$ cat src/rtl/adder_chk_pkg.sv
// Shared types and constants for the adder stimulus/checker: FSM states, LFSR
// polynomial, counter width and the expected-value pipeline entry.
package adder_chk_pkg;

  typedef enum logic [1:0] {IDLE, RUN, DRAIN, DONE} state_t;

  localparam logic [31:0] LFSR_POLY = 32'hB4BC_D35C;
  localparam int          CNT_W     = 16;
  // Wide enough for the largest legal sum (32-bit operands plus carry).
  localparam int          MAX_SUM_W = 33;

  typedef struct packed {
    logic                 valid;
    logic [MAX_SUM_W-1:0] expected;
    logic [CNT_W-1:0]     index;
  } pipe_entry_t;

  // Right-shifting Galois step.
  function automatic logic [31:0] lfsr_next(input logic [31:0] s);
    return s[0] ? ((s >> 1) ^ LFSR_POLY) : (s >> 1);
  endfunction

endpackage

$ cat src/rtl/adder_chk_lfsr32.sv
// 32-bit Galois LFSR with synchronous seed reload; a load that coincides with
// an advance yields the step after the seed, since the seed itself is issued.
module adder_chk_lfsr32
  import adder_chk_pkg::*;
#(
  parameter logic [31:0] SEED = 32'h1
) (
  input  logic        clk,
  input  logic        rst_n,
  input  logic        load,
  input  logic        advance,
  output logic [31:0] state
);

  // NOTE: sequential state uses non-blocking assignments so every register
  // samples pre-edge values regardless of process evaluation order.
  always_ff @(posedge clk) begin
    if (!rst_n)       state <= SEED;
    else if (load)    state <= advance ? lfsr_next(SEED) : SEED;
    else if (advance) state <= lfsr_next(state);
  end

endmodule

$ cat config.mk
export PLATFORM = sky130hd
export DESIGN_NAME = adder_chk_lfsr32
export DESIGN_NICKNAME = d
export VERILOG_FILES = /design/src/rtl/adder_chk_pkg.sv /design/src/rtl/adder_chk_lfsr32.sv
export SDC_FILE = /design/constraint.sdc
export NUM_CORES = 1
export LEC_CHECK = 0
export CORE_MARGIN = 2
export CORE_UTILIZATION = 43
export CTS_BUF_LIST = sky130_fd_sc_hd__clkbuf_16
export DETAILED_ROUTE_END_ITERATION = 7
export GPL_TIMING_DRIVEN = 0
export PLACE_DENSITY = 0.74
export SLEW_MARGIN = 20
export SYNTH_ARGS = -nofsm -noshare
export SYNTH_HDL_FRONTEND = slang
export SYNTH_SLANG_ARGS = --single-unit
$ cat constraint.sdc
create_clock -name clk -period 0.9 [get_ports clk]
set_input_delay 0.27 -clock clk [delete_from_list [all_inputs] [get_ports clk]]
set_output_delay 0.27 -clock clk [all_outputs]
set_load 0.02 [all_outputs]
==> impl_results.md, run 1 <==
- Ys Warns: 0
- CTS root buffer: clkbuf_16
- Ratio of final minimum period to clock period: 1.28
- CP arrival: around 1.3 ns
- 1st-iter DRT viols: 38
- CTS Sinks: 32
- Critical Path Most Common Cell: buf_12
- Leak: 1.09 nW
- Unrepaired setup endpoints after global routing: true
- Syn_area_per_cell: ~9.6 µm²
- Drt pass-1 iters: 4
- # fillers: around 200
- Tmin final: about 1.2 ns
- Failing checks: setup timing
- Placement row count: 20
- Max Root-Sink Buffers: 2
- Top-count cell post-synth: dfxtp_1
- Number of CTS-inserted buffers: 5
- Setup WS pre-CTS: -0.364 ns
- Final Non-Filler Cells: 266
- Worst-path clk slew: approximately 0.050 ns
- Slowest-stage cell, CP: dfxtp_4
- N_diodes: 0
- Drt via density: around 5
- Final setup violation count: 52
- Synthesized area: between 1000 and 1500 µm²
- Max Clock Skew: ~0.001 ns
- Synth async-reset ratio: 0
- Total track usage: 0.230
- DIE HEIGHT: ~60 µm
- CP cell instances: buf_12, buf_12, xor2_1, o21ai_1, a21boi_1
- Core footprint: around 3100 µm²
- Crit path capture type: flop
- Max-slew headroom: 0.671
- Hold Fails Final Rpt: 0
- Cells after Synth: about 150
- Seq/Total Area, Yosys: 0.456
- Flop-to-flop setup slack: -0.25 ns
- Width of the die: slightly above 60 µm
- Critical path class: flop to flop
- Crit Path Max Fanout: 6
- CTS tree: built
- Post-Syn Nets: around 150
- Worst-skew pair later-pin latency: around 0.28 ns
- Final ANT Viol Nets: 0
- Most frequent cells after synthesis: dfxtp_1, nand2_1, o21ai_0
- Largest area contributor in the netlist: dfxtp_1
- DP HPWL: 2200 µm
- Placed Instances: roughly 220
- Reg with most FFs: state
- Fmax: between 800 and 900 MHz
- Final net count: ~230
- Highest ir drop seen on vdd: 1.19 mV
- Area Growth Syn to Fin: 69.2%
- Biggest regs: state: 32 flops
- Vias in the first global route: between 1000 and 1500
- Largest net degree at the start of global routing: 11
- Die area: 3740 µm²
- Global-route wire length before repair: roughly 6000 µm
- Max-cap violations: 0
- Final max-slew violation count: 0
- Final GP Congestion: 0.709
- Vias: ~1300
- EDFF count, synth: 0
- Critical Path RT: 1.09 ns
- Post-synthesis register bit count: 32
- Outcome: finished, violations left
- Crit start category: flop
- Pwr dens: ~1600 nW/µm²
- Ports: 36
- Library cells used by synthesis: 20
- Worst-Margin Slew: roughly 0.49 ns
- DR WL/cell: about 16 µm
- DRC: 0
- Layout cells sized above 1: 0.568
- Synth Flop Type: dfxtp_1
- IO Port Bufs: 32
- Slowest stage delay, CP: around 0.35 ns
- Largest cells by area after synthesis: dfxtp_1, xor2_1, mux2i_1, o21ai_0, a21boi_0
- Max reg flops: 32
- Setup TNS: -6.08 ns
- Initial Utilization: 0.457
- Htree depth: 2
- Remaining global-route overflow: 0
- Hold WC Path Type: input port to flop
- Initial antenna violation count: 0
- Post-Route WL: around 4100 µm
- Fin worst setup slack: -0.252 ns
- Area share of the largest cell type after synthesis: 0.456
-- layout by cell type, fill, tap and decap left out, types with 2 or more instances in the layout --
| cell | netlist | final |
|---|---|---|
| clkinv_2 | 0 | 2 |
| buf_2 | 3 | 2 |
| nor2_1 | 13 | 13 |
| a21boi_1 | 7 | 16 |
| dfxtp_4 | 0 | 3 |
| dfxtp_2 | 0 | 29 |
| clkbuf_1 | 3 | 2 |
| mux2i_1 | 13 | 13 |
| xor2_1 | 16 | 13 |
| xor2_2 | 0 | 3 |
| buf_12 | 1 | 2 |
| buf_4 | 2 | 34 |
| clkbuf_16 | 0 | 6 |
| o21ai_1 | 0 | 17 |
| buf_6 | 2 | 35 |
| nand2_1 | 18 | 18 |
-- cells by family after synthesis --
| family | synth area share |
|---|---|
| compound gates | 0.175 |
| simple gates | 0.101 |
| flops | 0.456 |
| xor+xnor | 0.106 |
| buf+inv | 0.0703 |
| mux | 0.0926 |
-- where the power goes --
part,switching (mW),total [mW],internal (mW)
Clock,0.603,1.61,1.00
Sequential,0.0566,1.55,1.50
Combinational,0.363,0.760,0.398
Total,1.02,3.92,2.90
-- worst max-delay path, delay by kind of cell (launching register included) --
kind	cells	cell delay (ns)
AOI/OAI and AO/OA	2	0.30
buffers and inverters	2	0.25
xor gates and xnor gates	1	0.16
DFF	1	0.35
-- routing by layer --
layer | share of wire | track usage
met1 | 0.39 | 0.246
met3 | 0.040 | 0.0672
met5 | 0 | 0
met4 | 0.039 | 0.102
met2 | 0.53 | 0.415
-- timing repair --
item | 4_1_cts | 5_1_grt
hold buffers | 0 | 0
hold endpoints to repair | 0 | 0
pin swaps | 12 | 9
gates cloned | 1 | 0
endpoints found under the setup margin | 51 | 51
gates resized for setup | 239 | 12
buffers inserted | 26 | 8
-- per-stage QoR --
| stage | hold slack, ns | power [mW] | util | area (µm²) |
|---|---|---|---|---|
| 6_report | 0.308 | 3.92 | 0.772 | 2380 |
| 5_1_grt | 0.329 | 4.05 | 0.772 | 2380 |
| 4_1_cts | 0.310 | 3.86 | 0.735 | 2260 |
| 3_5_place_dp | 0.473 | 2.13 | 0.591 | 1820 |
| 3_3_place_gp | 0.457 | 2.11 | 0.591 | 1820 |
| 2_1_floorplan | 0.519 | 1.93 | - | 1440 |
-- cell type report --
class	count	area (µm²)	share of cell area
plain buffers	12	131	0.0553
clock buffers	5	125	0.0526
clock inverters	3	13.8	0.00579
inverters	2	7.51	0.00316
multi-input cells	101	708	0.298
flip-flops and latches	32	688	0.289
well taps	44	55.1	0.0232
repair buffers	67	648	0.273
-- path summary, 6_finish.rpt --
check | from | end | depth (start not counted)
setup / recovery | state[0]$_SDFFE_PN1P_ | state[26]$_SDFFE_PN0P_ | 5
hold reg to reg | state[19]$_SDFFE_PN0P_ | state[19]$_SDFFE_PN0P_ | 2
setup reg to reg | state[0]$_SDFFE_PN1P_ | state[26]$_SDFFE_PN0P_ | 5
hold / removal | advance | state[12]$_SDFFE_PN0P_ | 3
Note: power is estimated with default switching activity, not from simulation.
==> run 2, diff against run 1 <==
--- a/config.mk
+++ b/config.mk
@@ -5,6 +5,7 @@
 export SDC_FILE = /design/constraint.sdc
 export NUM_CORES = 1
 export LEC_CHECK = 0
+export ABC_CLOCK_PERIOD_IN_PS = 900
 export CORE_MARGIN = 2
 export CORE_UTILIZATION = 43
 export CTS_BUF_LIST = sky130_fd_sc_hd__clkbuf_16
==> results of run 2 <==
The final DEF is identical to that of run 1; final timing and power are the same.
==> run 3, diff against run 2 <==
--- a/config.mk
+++ b/config.mk
@@ -7,11 +7,12 @@
 export LEC_CHECK = 0
 export ABC_CLOCK_PERIOD_IN_PS = 900
 export CORE_MARGIN = 2
-export CORE_UTILIZATION = 43
-export CTS_BUF_LIST = sky130_fd_sc_hd__clkbuf_16
+export CORE_UTILIZATION = 45
+export CTS_BUF_LIST = sky130_fd_sc_hd__clkbuf_8
 export DETAILED_ROUTE_END_ITERATION = 7
+export GPL_ROUTABILITY_DRIVEN = 0
 export GPL_TIMING_DRIVEN = 0
-export PLACE_DENSITY = 0.74
+export PLACE_DENSITY = 0.77
 export SLEW_MARGIN = 20
 export SYNTH_ARGS = -nofsm -noshare
 export SYNTH_HDL_FRONTEND = slang
==> run 3 against run 2 <==
- the flow still finishes with violations (setup timing)
- count of clock-buffer cells in the layout increased by 1
- global-route usage rose by 0.49 points
- utilization fell by 0.82 points
- routed wire length is 6.7% lower
- cell count shrank 4.9%
- flip-flop and latch count did not move
- largest power group is now registers
- highest routed layer unchanged
==> impl_results.md, run 3 (same netlist as run 1, synthesis figures left out) <==
- Critical Path RT: 1.09 ns (about the same)
- Reg with most FFs: state
- Final Non-Filler Cells: 253 (-4.9%)
- CTS tree: built
- Worst-skew pair later-pin latency: 0.28 ns (about the same)
- Vias: 1304 (-2.8%)
- Max-cap violations: 0 (unchanged)
- Ratio of final minimum period to clock period: 1.24 (-0.0393)
- Layout cells sized above 1: 0.550 (-0.0176)
- Crit Path Max Fanout: 5 (-1)
- Final Instance Area: 2290 µm² (-3.5%)
- Max Clock Skew: 0.00378 ns (+0.00278 ns)
- Largest net degree at the start of global routing: 11 (unchanged)
- DRC: 0 (unchanged)
- Die area: 3590 µm² (-4.2%)
- # fillers: 200 (+0.50%)
- Highest ir drop seen on vdd: 1.13 mV (-4.6%)
- Max reg flops: 32 (unchanged)
- Pwr Total: 3.41 mW (-13%)
- Leak: 1.06 nW (-2.3%)
- N_diodes: 0 (unchanged)
- Post-Route WL: 3850 µm (-6.7%)
- Reg2reg start: state[0]$_SDFFE_PN1P_
- Hold Fails Final Rpt: 0 (unchanged)
- Placement row count: 20 (unchanged)
- Total track usage: 0.235 (+0.00489)
- Worst-path clk slew: 0.06 ns (about the same)
- Hold WC Path Type: input port to flop
- Placed instance area: 1810 µm² (-0.76%)
- Failing checks: setup timing
- DR WL/cell: 15.2 µm (-1.9%)
- Final net count: 223 (-0.89%)
- Most frequent cells in the layout: buf_6, buf_4, dfxtp_2
- Commonest non-fill, non-tap cell in the layout: buf_6
- Fin util: 0.764 (-0.00819)
- Outcome: finished, violations left
- Crit path capture type: flop
- Min-delay src: advance
- Critical path class: flop to flop
- DIE HEIGHT: 59.9 µm (-2.1%)
- Core footprint: 3000 µm² (-2.4%)
- Drt via density: 5.15 (+2.2%)
- 1st-iter DRT viols: 56 (+47%)
- Htree depth: 2 (unchanged)
- CP arrival: 1.31 ns (-0.03 ns)
- Initial Utilization: 0.468 (+0.0114)
- Vias in the first global route: 1307 (-1.5%)
- IO Port Bufs: 32 (unchanged)
- Final max-slew violation count: 0 (unchanged)
- Global-route wire length before repair: 6090 µm (-1.1%)
- Max-slew headroom: 0.658 (-0.0130)
- Worst R2R End: state[3]$_SDFFE_PN0P_
- Fin worst setup slack: -0.217 ns (+0.0354 ns)
- Flop-to-flop setup slack: -0.22 ns (+0.04 ns)
- Drt pass-1 iters: 4 (unchanged)
- Initial antenna violation count: 0 (unchanged)
- Number of CTS-inserted buffers: 5 (unchanged)
- Width of the die: 59.9 µm (-2.1%)
- Final setup violation count: 51 (-1.9%)
- Final ANT Viol Nets: 0 (unchanged)
- Crit start category: flop
- Pwr dens: 1490 nW/µm² (-9.8%)
- CTS root buffer: clkbuf_8
- Worst Hold Path EP: state[12]$_SDFFE_PN0P_
- Ports: 36 (unchanged)
- Area Growth Syn to Fin: 63.3%
- Hold path depth: 3 (unchanged)
- Biggest regs: state: 32 flops
- Worst-Margin Slew: 0.514 ns (+0.0196 ns)
- Remaining global-route overflow: 0 (unchanged)
- Worst reg-to-reg path cell count: 5 (unchanged)
- Placed Instances: 212 (-4.9%)
- Tmin final: 1.12 ns (-0.0354 ns)
- Setup WS pre-CTS: -0.354 ns (+0.0104 ns)
- DP HPWL: 2120 µm (-3.6%)
- Max Root-Sink Buffers: 2 (unchanged)
- Unrepaired setup endpoints after global routing: true
- CTS Sinks: 32 (unchanged)
- Fmax: 895 MHz (+3.2%)
- Hold_buf cts: 0 (unchanged)
-- run 3: worst max-delay path: stages, from the launching register on --
cell      delay [ns]
dfxtp_4         0.36
buf_12          0.13
buf_8           0.11
xor2_1          0.15
o21ai_1         0.08
a21boi_1        0.19
-- run 3: report_power, final --
group          switching (mW)  internal (mW)  leakage, nW
registers              0.0545           1.50        0.275
clock network           0.511          0.600       0.0538
logic                   0.357          0.393        0.732
total                   0.923           2.49         1.06
-- run 3: metal layers --
metal  global-route usage  vias up  wire length [µm]
met2                0.393       34              1950
met5                    0        -                 0
met4                0.102        0                59
li1                     -      627                 -
met3               0.0649        8               157
met1                0.279      635              1690
-- run 3: metrics by stage --
step,hold slack [ns],TNS [ns]
after detailed placement,0.467,-14.62
after global routing,0.297,-7.99
after global placement,0.458,-13.74
after CTS,0.285,-6.25
final,0.296,-6.55
after floorplan,0.519,-1.92
-- run 3: cell type report --
| cell class | count | area, µm² | share of cell area |
|---|---|---|---|
| clock inverters | 2 | 7.51 | 0.00327 |
| well taps | 33 | 41.3 | 0.0180 |
| plain buffers | 12 | 131 | 0.0573 |
| multi-input cells | 101 | 697 | 0.304 |
| repair buffers | 65 | 642 | 0.280 |
| inverters | 2 | 7.51 | 0.00327 |
| clock buffers | 6 | 82.6 | 0.0360 |
| flip-flops and latches | 32 | 686 | 0.299 |
-- run 3: repair_timing --
action	in CTS	in global routing
cloned	1	0
buffers inserted	30	2
resized for setup	240	7
setup endpoints to repair	51	51
hold endpoints to repair	0	0
pin swaps	16	10
-- run 3: worst max-delay path by stage --
stage                                      start  cells after the start                     end  slack (ns)
after floorplan            state[0]$_SDFFE_PN1P_                      5  state[28]$_SDFFE_PN0P_       -0.16
after global placement    state[10]$_SDFFE_PN0P_                      1               state[10]       -0.35
after detailed placement  state[10]$_SDFFE_PN0P_                      1               state[10]       -0.35
after CTS                  state[0]$_SDFFE_PN1P_                      5  state[19]$_SDFFE_PN0P_       -0.19
after global routing       state[0]$_SDFFE_PN1P_                      5   state[4]$_SDFFE_PN0P_       -0.25
final                      state[0]$_SDFFE_PN1P_                      5   state[3]$_SDFFE_PN0P_       -0.22
